$ cat src/rtl/perm_out_ser.sv
// perm_out_ser: buffers 64-bit lane words in a small FIFO and serializes them
// as a framed byte stream. Each frame is a header byte (ctl=1) followed by
// 8 bytes per word, LSB first (ctl=0). Between frames the idle token
// (ctl=1, data=0) is driven. Words arriving without a frame start, or frame
// starts arriving mid-frame, raise a one-cycle frame_err pulse.
module perm_out_ser #(
    parameter int         DEPTH    = 4,
    parameter int         WORDS    = 25,
    parameter logic [7:0] RESP_HDR = 8'h04
) (
    input  logic        clk,
    input  logic        reset,
    input  logic        pushin,
    input  logic        firstin,
    input  logic [63:0] din,
    output logic        stopin,
    output logic        out_ctl,
    output logic [7:0]  out_data,
    input  logic        out_stop,
    output logic        frame_err
);

    localparam int PW  = (DEPTH > 1) ? $clog2(DEPTH) : 1;
    localparam int CW  = PW + 1;
    localparam int WCW = (WORDS > 1) ? $clog2(WORDS) : 1;

    typedef enum logic [1:0] {
        IDLE,
        HDR,
        DATA
    } state_t;

    typedef struct packed {
        logic        first;
        logic [63:0] word;
    } entry_t;

    // ------------------------------------------------------------------
    // Word FIFO
    // ------------------------------------------------------------------
    entry_t        mem [DEPTH];
    logic [PW-1:0] wr_ptr;
    logic [PW-1:0] rd_ptr;
    logic [CW-1:0] count;
    logic [CW-1:0] count_d;
    logic          push;
    logic          pop;
    logic          fifo_empty;
    entry_t        head;

    // A word is taken only while the registered full flag is low, so a
    // pop on a full cycle frees a slot that is refilled one edge later.
    assign push       = pushin && !stopin;
    assign fifo_empty = (count == '0);
    assign head       = mem[rd_ptr];

    // Next occupancy from this cycle's push/pop pair.
    // NOTE: combinational blocks assign every output a default first, so no path leaves a signal unassigned and no latch is inferred.
    always_comb begin
        count_d = count;
        if (push && !pop) begin
            count_d = count + CW'(1);
        end else if (!push && pop) begin
            count_d = count - CW'(1);
        end
    end

    // Pointer, occupancy and registered full flag.
    // NOTE: state is updated with non-blocking assignments so every flop samples values from before the edge.
    always_ff @(posedge clk) begin
        if (reset) begin
            wr_ptr <= '0;
            rd_ptr <= '0;
            count  <= '0;
            stopin <= 1'b0;
        end else begin
            if (push) begin
                wr_ptr <= wr_ptr + PW'(1);
            end
            if (pop) begin
                rd_ptr <= rd_ptr + PW'(1);
            end
            count  <= count_d;
            stopin <= (count_d == CW'(DEPTH));
        end
    end

    // Storage write; contents are only ever read behind a valid count.
    // NOTE: the storage array has no reset; clearing pointers and count is enough to make it empty.
    always_ff @(posedge clk) begin
        if (push) begin
            mem[wr_ptr] <= '{first: firstin, word: din};
        end
    end

    // ------------------------------------------------------------------
    // Serializer FSM
    // ------------------------------------------------------------------
    state_t         state;
    state_t         state_d;
    logic [2:0]     byte_idx;
    logic [2:0]     byte_idx_d;
    logic [WCW-1:0] word_cnt;
    logic [WCW-1:0] word_cnt_d;
    logic [WCW-1:0] word_cnt_inc;
    logic [63:0]    shreg;
    logic [63:0]    shreg_d;
    logic           out_ctl_d;
    logic [7:0]     out_data_d;
    logic           frame_err_d;

    assign word_cnt_inc = (word_cnt == WCW'(WORDS - 1)) ? '0 : word_cnt + WCW'(1);

    // Next state, pop request and next output values; out_stop freezes all.
    always_comb begin
        state_d     = state;
        byte_idx_d  = byte_idx;
        word_cnt_d  = word_cnt;
        shreg_d     = shreg;
        out_ctl_d   = out_ctl;
        out_data_d  = out_data;
        frame_err_d = 1'b0;
        pop         = 1'b0;
        if (!out_stop) begin
            unique case (state)
                IDLE: begin
                    out_ctl_d  = 1'b1;
                    out_data_d = 8'h00;
                    if (!fifo_empty) begin
                        pop        = 1'b1;
                        shreg_d    = head.word;
                        byte_idx_d = 3'd0;
                        if (head.first) begin
                            // A frame start while a frame is open resyncs.
                            frame_err_d = (word_cnt != '0);
                            state_d     = HDR;
                        end else if (word_cnt != '0) begin
                            state_d = DATA;
                        end else begin
                            // Continuation word with no open frame: drop it.
                            frame_err_d = 1'b1;
                        end
                    end
                end
                HDR: begin
                    out_ctl_d  = 1'b1;
                    out_data_d = RESP_HDR;
                    word_cnt_d = '0;
                    state_d    = DATA;
                end
                DATA: begin
                    out_ctl_d  = 1'b0;
                    out_data_d = shreg[7:0];
                    shreg_d    = {8'h00, shreg[63:8]};
                    byte_idx_d = byte_idx + 3'd1;
                    if (byte_idx == 3'd7) begin
                        word_cnt_d = word_cnt_inc;
                        if (!fifo_empty) begin
                            // Chain the next word with no idle gap.
                            pop        = 1'b1;
                            shreg_d    = head.word;
                            byte_idx_d = 3'd0;
                            if (head.first) begin
                                frame_err_d = (word_cnt_inc != '0);
                                state_d     = HDR;
                            end else if (word_cnt_inc == '0) begin
                                frame_err_d = 1'b1;
                                state_d     = IDLE;
                            end
                        end else begin
                            state_d = IDLE;
                        end
                    end
                end
                default: begin
                    state_d = IDLE;
                end
            endcase
        end
    end

    // FSM and output registers; reset discards any partial frame.
    always_ff @(posedge clk) begin
        if (reset) begin
            state     <= IDLE;
            byte_idx  <= 3'd0;
            word_cnt  <= '0;
            shreg     <= '0;
            out_ctl   <= 1'b1;
            out_data  <= 8'h00;
            frame_err <= 1'b0;
        end else begin
            state     <= state_d;
            byte_idx  <= byte_idx_d;
            word_cnt  <= word_cnt_d;
            shreg     <= shreg_d;
            out_ctl   <= out_ctl_d;
            out_data  <= out_data_d;
            frame_err <= frame_err_d;
        end
    end

endmodule

$ cat config.mk
export PLATFORM = sky130hd
export DESIGN_NAME = perm_out_ser
export DESIGN_NICKNAME = d
export VERILOG_FILES = /design/src/rtl/perm_out_ser.sv
export SDC_FILE = /design/constraint.sdc
export NUM_CORES = 1
export LEC_CHECK = 0
export ABC_AREA = 1
export BUFFER_PORTS_ARGS = -buffer_cell sky130_fd_sc_hd__buf_2
export CORE_UTILIZATION = 30
export DETAILED_ROUTE_END_ITERATION = 8
export HOLD_SLACK_MARGIN = 0.03
export PLACE_DENSITY = 0.57
export SYNTH_ARGS = -nofsm -noshare
export SYNTH_HDL_FRONTEND = slang
export SYNTH_SLANG_ARGS = --single-unit
$ cat constraint.sdc
create_clock -name clk -period 5.4 [get_ports clk]
set_input_delay 0.54 -clock clk [delete_from_list [all_inputs] [get_ports clk]]
set_output_delay 0.54 -clock clk [all_outputs]
set_load 0.05 [all_outputs]
### Word level (Yosys, flattened, before mapping)

Memories as Yosys holds them, arrays and structs flattened. A register that Yosys moved wholly into a read port is not among the register bits.
Cells that the tools add are included.

| word-level totals | value |
|---|---|
| bits of input ports | 69 |
| output and inout port bits | 11 |
| word-level logic and storage cells | 89 |
| register bits | 92 |
| memories kept | 1 |
| RAM bits | 260 |

Memory list:

| memory | depth | bits a word | read ports | clocked after memory_dff | wr ports | RTL line | source |
|---|---|---|---|---|---|---|---|
| mem | 4 | 65 | 1 | 1 | 1 | 41 | `entry_t mem [DEPTH];` |

| cells by class | value |
|---|---|
| bitwise logic cells | 1 |
| add/subtract/negate cells | 6 |
| eq/ne operators | 9 |
| mux-type cells | 39 |
| reductions and logical operators | 22 |

Operators with widths:

| operator | number |
|---|---|
| two-way mux 64 bit | 3 |
| case mux 64 bit (2 select lines) | 1 |
| case mux 8 bit (3 select lines) | 1 |
| two-way mux 2 bit | 9 |
| two-way mux 3 bit | 5 |
| two-way mux 1 bit | 12 |
| two-way mux 5 bit | 2 |
| case mux 5 bit (2 select lines) | 1 |
| nonzero test 5 bit | 2 |
| adder 3 x 1 -> 3 bit (second input constant) | 2 |
| equality test 3 bit (second input constant) | 2 |
| case mux 1 bit (2 select lines) | 3 |
| case mux 2 bit (3 select lines) | 1 |
| case mux 3 bit (2 select lines) | 1 |
| AND reduction 3 bit | 2 |
| nonzero test 2 bit | 3 |
| adder 5 x 1 -> 5 bit (second input constant) | 1 |
| equality test 5 bit (second input constant) | 1 |
| zero test 5 bit | 1 |
| AND reduction 5 bit | 1 |
| adder 2 x 1 -> 2 bit (second input constant) | 2 |
| != test 2 bit (second input constant) | 2 |
| != test 4 bit (second input constant) | 1 |
| AND reduction 2 bit | 2 |
| other kinds (11) | 16 |

### Logic depth before layout (Yosys ltp)

Gate-level depths: netlist of run 1.

| logic depth | value |
|---|---|
| depth after elaboration | 9 |
| gate-level depth with buffers | 12 |
| gate-level depth less buffers | 12 |

### Worst setup path before layout of run 1

Ideal clock, no wire load.

| timing | value |
|---|---|
| path kind | input-to-reg |
| start point | input port pushin |
| end point | memory mem[0][0] (netlist name), enable pin |
| data arrival time | 3.723 ns |
| required time | 4.911 ns |
| stages on the path | 5 |
| slack | 1.188 ns |
| library setup time | 0.489 ns |
| path buffers | 1 |
| path through | inv_1 nor2_1 inv_1 clkbuf_1 nor2_1 |

| between the ends | value |
|---|---|
| cells in the longest elaborated chain, start to end | 3 |

RTL lines:

| element | RTL line | source |
|---|---|---|
| from (decl) | 13 | `input logic pushin,` |
| logical AND 1 bit | 53 | `assign push = pushin && !stopin;` |
| two-way mux 1 bit | 91 | `if (push) begin` |
| two-way mux 1 bit (not written as such) | 92 | `mem[wr_ptr] <= '{first: firstin, word: din};` |
| to (decl) | 41 |  |

Every way passes these cells.

==> metrics.cfg, run 1 <==
[floorplan]
dieArea_um2 = 47450
fp.dieH_um = 217.8
die_w_um = 217.8
row_count = 78
start_util_pct = 30.60
coreArea_um2 = 45670
num_io_pins = 80

[critical_path]
cp_max_fo = 69
crit_path_end_kind = flip-flop
cp_data_required_time_ns = 5.88
critPathArrivalTime_ns = 3.46
critPathLaunchType = flip-flop
critPathKind = flip-flop to flip-flop

[detailed_routing]
ant_nets = 0
wl_met1_mm = 15.90
vias = 9301
dr_wl_met2_mm = 15.81
drc = 0
wl_mm = 33.99
wl_per_cell_um = 17.95
wl_met3_mm = 1.749
top_layer = met4
firstDrtPassIters = 5
drt-vias-per-instance = 4.911
first_iter_violations = 712

[global_routing]
grt_pass1_wl_mm = 53.42
overflow = 0
grt_pass1_vias = 9258
grt_start_max_net_pins = 116
antenna_found_initial = 2
grt_usage_pct = 14.38

[timing]
setup_viol = 0
final-hold-violation-count = 0
setup-tns-final_ns = 0
slew_headroom_pct = 20.00
period_needed_ns = 2.983
finalWorstSetupSlack_ns = 2.417
tightest_slew_ns = 1.197
maxSlewViolCount = 0
clock.fmax_mhz = 335.2
skew_ns = 0.02411
finalCritPeriodShare_pct = 55.24
grt_setup_unrepaired = false

[outcome]
status = completed

[clock_tree]
cts_tree = built
clkTransAtPathRegs_ns = 0.06
htreeDepth = 2
cts_made_buffers = 40
hold_buffers = 0
post-cts-setup-buffers = 0
post_cts_resized = 0
clk_path_buf_depth = 3
clock_sinks = 354
clockRootBuffer = clkbuf_16
clk_latency_ns = 0.55

[layout]
layout.cells.non_filler = 1894
syn2layout_area_growth_pct = 15.63
drive_gt1_share_pct = 13.15
nets = 1347
design_area_um2 = 16160
fill_cells = 4545

[placed_design]
placed_cells = 1819
dp_hpwl_mm = 19.71
place_area_um2 = 14860
port_buffers = 79
post-place-ws_ns = 2.389
gp_congestion = 0.7582

[yosys]
synth-edff-count = 260
synthTopCellsByArea = edfxtp_1 56%, dfxtp_1 13%, a21oi_1 8.8%
synth_common_cells = 260 x edfxtp_1, 246 x a21oi_1, 227 x nand2_1
synth.avg_cell_area_um2 = 11.59
ys_async_sr_fraction_pct = 0
yosysTopAreaCell = edfxtp_1
ys_seq_area_share_pct = 69.33
ys_warn_count = 0
ys_ff_latch = 354
ys.flop_type = edfxtp_1
synth.top_cell.area_share_pct = 55.86
syn_area_um2 = 13980
syn_nets = 1292
syn_inst = 1206
synth.most_common_cell = edfxtp_1
synth_cell_types = 31

[power_and_ir_drop]
power_mw = 8.493
p_leak_nw = 6.373
ir_drop_v = 0.0002693
power.density_nw_per_um2 = 525.5

[min_path]
min-delay-start = din[37]
hold_class = primary input to flip-flop

[flow_run]
maxCapViolations = 0

worst max-delay path, cell delays in order, from the launching register on:
cell and delay, ns:
dfxtp_1 0.54, clkinv_2 0.90, nand3_1 0.42, nand2_1 0.19, ha_1 0.23, a211oi_1 0.23, nand2_1 0.14, nand2_1 0.09
nand2_1 0.05, nor2_1 0.09
layer usage:
| metal | GRT usage, % | vias to the layer above |
|---|---|---|
| met4 | 3.660 | 0 |
| li1 | - | 4458 |
| met5 | 0 | - |
| met2 | 23.07 | 227 |
| met1 | 19.98 | 4571 |
| met3 | 2.580 | 45 |
area by class of cell:
| cell class | count | area, µm² | share of cell area, % |
|---|---|---|---|
| sequential | 354 | 9693 | 59.98 |
| multi-input combinational | 736 | 3770 | 23.33 |
| clock buffer | 58 | 1139 | 7.046 |
| tap | 600 | 750.7 | 4.645 |
| timing repair buffer | 92 | 505.5 | 3.128 |
| clock inverter | 16 | 156.4 | 0.9678 |
| inverter | 37 | 143.9 | 0.8904 |
| antenna | 1 | 2.502 | 0.01548 |
registers in the layout, indices dropped and copies added, names as in the netlist, named ones only:
name and flops:
shreg 64, mem 260, out_data 8, frame_err 1
wr_ptr 2, count 3, out_ctl 1, state 2
rd_ptr 2, byte_idx 3, stopin 1, word_cnt 5
cell families after synthesis:
kind of cell	count (synthesis)	share of synthesized area, %
AO/OA/AOI/OAI	397	16.11
buffers and inverters	116	3.912
flip-flops	354	69.33
XOR/XNOR	1	0.06268
adder cells (fa/ha/maj)	17	1.522
AND/OR/NAND/NOR	321	9.060
final timing paths:
check | end | slack [ns] | depth (start not counted)
worst min register to register | out_ctl$_SDFFE_PP1P_ | 0.47 | 2
worst max register to register | state[1]$_SDFFE_PP0P_ | 2.42 | 9
worst max-delay path | state[1]$_SDFFE_PP0P_ | 2.42 | 9
worst min-delay path | mem[3][37]$_DFFE_PP_ | 0.20 | 1
layout by cell type, fill, tap and decap left out, types with 2 or more instances in the layout:
cell	instances
nand2_1	227
buf_4	12
o22ai_1	8
dfxtp_1	93
buf_2	79
clkbuf_8	7
nor2_1	54
nand3_1	18
a21oi_1	246
clkinv_1	3
o21ai_1	6
inv_1	30
clkbuf_16	40
o21ai_0	73
inv_2	4
clkbuf_1	11
a21oi_4	2
nand4_1	5
ha_1	17
bufinv_16	2
a211o_1	56
nor3_1	10
edfxtp_1	260
nor2_4	4
clkinv_2	10
power by group:
group / switching, mW / internal (mW)
clock network: 1.09 / 1.57
registers: 0.240 / 3.32
logic: 1.56 / 0.708
stage by stage:
| step | util (%) | hold slack [ns] |
|---|---|---|
| 4_1_cts | 35.38 | 0.1799 |
| 2_1_floorplan | - | 0.4362 |
| 6_report | 35.38 | 0.2038 |
| 3_5_place_dp | 32.54 | 0.4610 |
| 5_1_grt | 35.38 | 0.1824 |
| 3_3_place_gp | 32.54 | 0.4554 |
Power figures use the tool's default switching activity.
==> run 2, diff against run 1 <==
- PLACE_DENSITY: 0.57 -> 0.59
- clock period: 5.4 -> 2.5 ns (I/O delays scaled with it)
==> run 2 against run 1 <==
  * Die area did not move
  * Wire length fell by 4.3%
  * Non-clock buffer count grew 73
  * Combinational power grew 130%
  * Cell area increased by 5.2%
  * Register-to-register slack got worse by 2.0 ns
  * Highest routed layer unchanged
  * Largest cell class unchanged
  * Sequential power is 110% higher
  * Critical path type unchanged
  * Clock power grew 120%
==> metrics.cfg, run 2 (synthesized netlist as in run 1, its figures left out) <==
[placed_design]
dp_hpwl_mm = 18.51  ; -6.1%
place_area_um2 = 15050  ; +1.2%
placed_cells = 1827  ; +0.44%
gp_congestion = 0.7551  ; -0.41%
port_buffers = 79  ; unchanged

[floorplan]
coreArea_um2 = 45670  ; unchanged
num_io_pins = 80  ; unchanged
dieArea_um2 = 47450  ; unchanged
fp.dieH_um = 217.8  ; unchanged
die_w_um = 217.8  ; unchanged
start_util_pct = 30.60  ; unchanged
row_count = 78  ; unchanged

[timing]
period_needed_ns = 2.127  ; -0.8558 ns
final-hold-violation-count = 0  ; unchanged
finalCritPeriodShare_pct = 85.09  ; +30 points
skew_ns = 0.01955  ; -0.004559 ns
clock.fmax_mhz = 470.1  ; +40%
maxSlewViolCount = 0  ; unchanged
setup_viol = 0  ; unchanged
grt_setup_unrepaired = false
slew_headroom_pct = 52.80  ; +33 points
tightest_slew_ns = 0.7081  ; -0.4892 ns

[layout]
mostFrequentLayoutCell = edfxtp_1
regMostFlops = mem
nets = 1419  ; +5.3%
largest_reg_flops = 260  ; unchanged
final_cell_mix = 260 x edfxtp_1, 246 x a21oi_1, 227 x nand2_1
design_area_um2 = 17000  ; +5.2%
top_regs = mem: 260 flops, shreg: 64 flops, out_data: 8 flops
drive_gt1_share_pct = 13.05  ; -0.098 points
syn2layout_area_growth_pct = 21.63
layout.cells.non_filler = 1965  ; +3.7%

[outcome]
status = completed

[global_routing]
antenna_found_initial = 1  ; -1
grt_pass1_vias = 9069  ; -2.0%
grt_usage_pct = 13.59  ; -0.78 points
overflow = 0  ; unchanged
grt_start_max_net_pins = 129  ; +11%
grt_pass1_wl_mm = 50.55  ; -5.4%

[clock_tree]
hold_buffers = 65  ; +65
clk_latency_ns = 0.55  ; about the same
clock_sinks = 354  ; unchanged
cts_made_buffers = 39  ; -2.5%
htreeDepth = 2  ; unchanged
cts_tree = built
clk_path_buf_depth = 3  ; unchanged
post-cts-setup-buffers = 0  ; unchanged
clockRootBuffer = clkbuf_16
clkTransAtPathRegs_ns = 0.06  ; about the same
post_cts_resized = 0  ; unchanged

[critical_path]
crit_path_end_kind = flip-flop
critPathArrivalTime_ns = 2.60  ; -0.86 ns
critPathLaunchType = flip-flop
cp_max_fo = 57  ; -17%
critPathKind = flip-flop to flip-flop
cp_data_required_time_ns = 2.98  ; -2.90 ns

[detailed_routing]
first_iter_violations = 709  ; -0.42%
vias = 9416  ; +1.2%
drt-vias-per-instance = 4.792  ; -2.4%
ant_nets = 0  ; unchanged
wl_mm = 32.55  ; -4.3%
drc = 0  ; unchanged
wl_per_cell_um = 16.56  ; -7.7%
firstDrtPassIters = 6  ; +1

[flow_run]
maxCapViolations = 0  ; unchanged

[power_and_ir_drop]
power_mw = 18.52  ; +120%
p_leak_nw = 6.719  ; +5.4%
ir_drop_v = 0.0006339  ; +140%
power.density_nw_per_um2 = 1090  ; +110%

[min_path]
hold_class = primary input to flip-flop

-- run 2: cell count changes in the layout (fill, tap and decap cells not counted), moves of 2 or more --
| cell | change |
|---|---|
| buf_12 | +10 |
| buf_4 | -2 |
| clkbuf_1 | -2 |
| clkbuf_8 | -3 |
| dlygate4sd3_1 | +65 |
-- run 2: final timing paths --
kind         slack [ns]                  start  depth (start not counted)                      to
max                0.37  state[0]$_SDFFE_PP0P_                          9  shreg[21]$_SDFFE_PP0P_
min                0.11               out_stop                          4    frame_err$_SDFF_PP0_
max reg2reg        0.37  state[0]$_SDFFE_PP0P_                          9  shreg[21]$_SDFFE_PP0P_
min reg2reg        0.46   out_ctl$_SDFFE_PP1P_                          2    out_ctl$_SDFFE_PP1P_
-- run 2: per-stage QoR --
stage                     setup TNS [ns]  worst slack, ns  hold WS, ns  utilization, %
after detailed placement               0           0.3786       0.4566           32.95
after floorplan                  -167.59          -0.6446       0.3489               -
after CTS                              0           0.3646      0.07074           37.21
after global placement                 0           0.4509       0.4439           32.95
after global routing                   0           0.2076       0.1208           37.22
final                                  0           0.3727       0.1102           37.22
-- run 2: cell type report --
class / count / area, µm²
multi-input combinational: 736 / 3770
clock inverter: 18 / 182.7
tap: 600 / 750.7
sequential: 354 / 9693
timing repair buffer: 165 / 1341
antenna: 1 / 2.502
clock buffer: 54 / 1115
fill: 4455 / 28680
inverter: 37 / 143.9
-- run 2: layer usage --
metal	global-route usage, %	wire length (µm)	part of all wire, %
met1	18.61	15300	47
met2	22.00	15220	47
met3	2.218	1384	4.3
met4	4.172	643	2.0
met5	0	0	0
-- run 2: power breakdown --
group	total, mW	internal [mW]	switching, mW	leakage (nW)
Sequential	7.63	7.18	0.450	3.16
Clock	5.75	3.45	2.30	0.639
Combinational	5.15	1.75	3.40	2.92
Total	18.5	12.4	6.15	6.72
-- run 2: worst max-delay path: stages (launching register included) --
cell	delay (ns)
dfxtp_1	0.34
inv_1	0.14
ha_1	0.27
inv_2	0.09
o21ai_2	0.21
a21oi_4	0.06
inv_4	0.43
buf_4	0.30
a21oi_1	0.06
a21oi_1	0.15
==> run 3, diff against run 2 <==
==> constraint.sdc (replaced) <==
create_clock -name clk -period 2.5 [get_ports clk]
set_input_delay 0.375 -clock clk [delete_from_list [all_inputs] [get_ports clk]]
set_output_delay 0.375 -clock clk [all_outputs]
set_load 0.05 [all_outputs]
==> run 3 against run 2 <==
  * Combinational power decreased by 2%
  * Global-route usage increased by 0.21 points
  * Worst hold slack worse by 0.055 ns
  * Clock power decreased by 4.3%
  * Cell count is 3.3% lower
  * Critical path type unchanged
  * Critical endpoint is now byte_idx[0]$_SDFFE_PP0P_
  * Largest power group unchanged
==> metrics.cfg, run 3 (synthesized netlist as in run 1, its figures left out) <==
[global_routing]
antenna_found_initial = 0  ; -1
grt_usage_pct = 13.81  ; +0.21 points
overflow = 0  ; unchanged
grt_pass1_wl_mm = 51.67  ; +2.2%
grt_start_max_net_pins = 121  ; -6.2%
grt_pass1_vias = 9000  ; -0.76%

[critical_path]
critPathLaunchType = flip-flop
critPathArrivalTime_ns = 2.39  ; -0.21 ns
cp_data_required_time_ns = 2.90  ; -0.08 ns
critPathKind = flip-flop to flip-flop
cp_max_fo = 31  ; -46%
r2r_cells = 10  ; +1
crit_path_end_kind = flip-flop
timing.rr.end = byte_idx[0]$_SDFFE_PP0P_
regToRegSetupSlack_ns = 0.51  ; +0.14 ns
critPathLaunch = state[0]$_SDFFE_PP0P_
reg2reg_from = state[0]$_SDFFE_PP0P_

[timing]
clock.fmax_mhz = 502.9  ; +7.0%
final-hold-violation-count = 0  ; unchanged
slew_headroom_pct = 53.29  ; +0.50 points
grt_setup_unrepaired = false
finalCritPeriodShare_pct = 79.54  ; -5.5 points
maxSlewViolCount = 0  ; unchanged
period_needed_ns = 1.989  ; -0.1387 ns
setup_viol = 0  ; unchanged
skew_ns = 0.02201  ; +0.002462 ns
tightest_slew_ns = 0.7006  ; -0.007449 ns

[power_and_ir_drop]
ir_drop_v = 0.0005125  ; -19%
p_clk_share_pct = 30.2  ; -0.8 points
seqPwrFrac_pct = 42.1  ; +0.9 points
intPower_mw = 12.08  ; -2.4%
combinationalPowerShare_pct = 27.7  ; about the same
power.density_nw_per_um2 = 1115  ; +2.3%
p_sw_mw = 6.115  ; -0.57%
p_sw_share_pct = 33.61  ; +0.41 points
p_leak_nw = 6.427  ; -4.4%

[clock_tree]
clockRootBuffer = clkbuf_16
cts_made_buffers = 38  ; -2.6%
clock_sinks = 354  ; unchanged
clk_path_buf_depth = 3  ; unchanged
clk_latency_ns = 0.54  ; about the same
post_cts_resized = 0  ; unchanged
cts_tree = built
hold_buffers = 0  ; -100%
clkTransAtPathRegs_ns = 0.06  ; about the same
post-cts-setup-buffers = 0  ; unchanged
htreeDepth = 2  ; unchanged

[layout]
regMostFlops = mem
mostFrequentLayoutCell = edfxtp_1
drive_gt1_share_pct = 13.38  ; +0.33 points
syn2layout_area_growth_pct = 16.71
nets = 1357  ; -4.4%
multi_input_area_um2 = 3770  ; unchanged
fill_cells = 4463  ; +0.18%
n_antenna_cell = 0  ; -1
regArea_um2 = 9693  ; unchanged
final_cell_mix = 260 x edfxtp_1, 246 x a21oi_1, 227 x nand2_1
top_regs = mem: 260 flops, shreg: 64 flops, out_data: 8 flops
layout.cells.non_filler = 1900  ; -3.3%
fin_util_pct = 35.71  ; -1.5 points
largest_reg_flops = 260  ; unchanged

[min_path]
whs_endpoint = mem[1][17]$_DFFE_PP_
hold_class = primary input to flip-flop
min-delay-start = din[17]
min_path_cells = 1  ; -3

[floorplan]
start_util_pct = 30.60  ; unchanged
row_count = 78  ; unchanged
num_io_pins = 80  ; unchanged
coreArea_um2 = 45670  ; unchanged
fp.dieH_um = 217.8  ; unchanged
dieArea_um2 = 47450  ; unchanged
die_w_um = 217.8  ; unchanged

[placed_design]
gp_congestion = 0.7729  ; +2.4%
port_buffers = 79  ; unchanged
placed_cells = 1831  ; +0.22%
dp_hpwl_mm = 19.40  ; +4.8%

[detailed_routing]
drt-vias-per-instance = 4.853  ; +1.3%
first_iter_violations = 689  ; -2.8%
vias = 9220  ; -2.1%
wl_per_cell_um = 17.14  ; +3.5%
ant_nets = 0  ; unchanged
wl_mm = 32.57  ; about the same
drc = 0  ; unchanged
firstDrtPassIters = 5  ; -1

[flow_run]
maxCapViolations = 0  ; unchanged

[outcome]
status = completed

==> run 3: cell type report <==
type / instances / area share, %
sequential: 354 / 59.43
multi-input combinational: 736 / 23.11
clock buffer: 50 / 6.298
tap: 600 / 4.603
timing repair buffer: 104 / 4.495
clock inverter: 19 / 1.181
inverter: 37 / 0.8822
==> run 3: worst max-delay path by stage <==
stage | to | slack (ns)
detailed placement | byte_idx[0]$_SDFFE_PP0P_ | 0.51
floorplan | mem[0][0]$_DFFE_PP_ | -0.64
global route | byte_idx[0]$_SDFFE_PP0P_ | 0.34
CTS | byte_idx[0]$_SDFFE_PP0P_ | 0.49
global placement | mem[1][18]$_DFFE_PP_ | 0.51
finish | byte_idx[0]$_SDFFE_PP0P_ | 0.51
==> run 3: worst max-delay path: stages, from the launching register on <==
cell and delay (ns):
dfxtp_1 0.34, inv_1 0.14, ha_1 0.28, inv_2 0.10, o21ai_2 0.21, a21oi_4 0.07
inv_4 0.26, buf_12 0.22, nor3b_1 0.07, a21oi_1 0.11, nor2_1 0.05
==> run 3: through the flow <==
step	worst slack [ns]	hold slack [ns]	total power, mW	TNS, ns	instance area, µm²
2_1_floorplan	-0.6446	0.4362	11.35	-167.59	13990
3_3_place_gp	0.5053	0.4453	12.71	0	15090
3_5_place_dp	0.5064	0.4502	12.80	0	15090
4_1_cts	0.4900	0.03752	18.35	0	16310
5_1_grt	0.3364	0.05030	19.24	0	16310
6_report	0.5114	0.05492	18.19	0	16310
==> run 3: power by group through the flow <==
| stage | combinational (mW) | clock (mW) | sequential (mW) |
|---|---|---|---|
| 2_1_floorplan | 3.71 | 0 | 7.64 |
| 3_3_place_gp | 4.95 | 0 | 7.76 |
| 3_5_place_dp | 5.04 | 0 | 7.76 |
| 4_1_cts | 5.08 | 5.62 | 7.65 |
| 5_1_grt | 5.67 | 5.84 | 7.73 |
| 6_report | 5.04 | 5.50 | 7.65 |
==> run 3: routing by layer <==
layer  up-vias  wire length, µm  global-route usage, %
met3        47             1599                  2.245
met1      4481            15030                  19.19
met5         -                0                      0
met2       227            15350                  22.31
met4         0              586                  3.520
li1       4465                -                      -
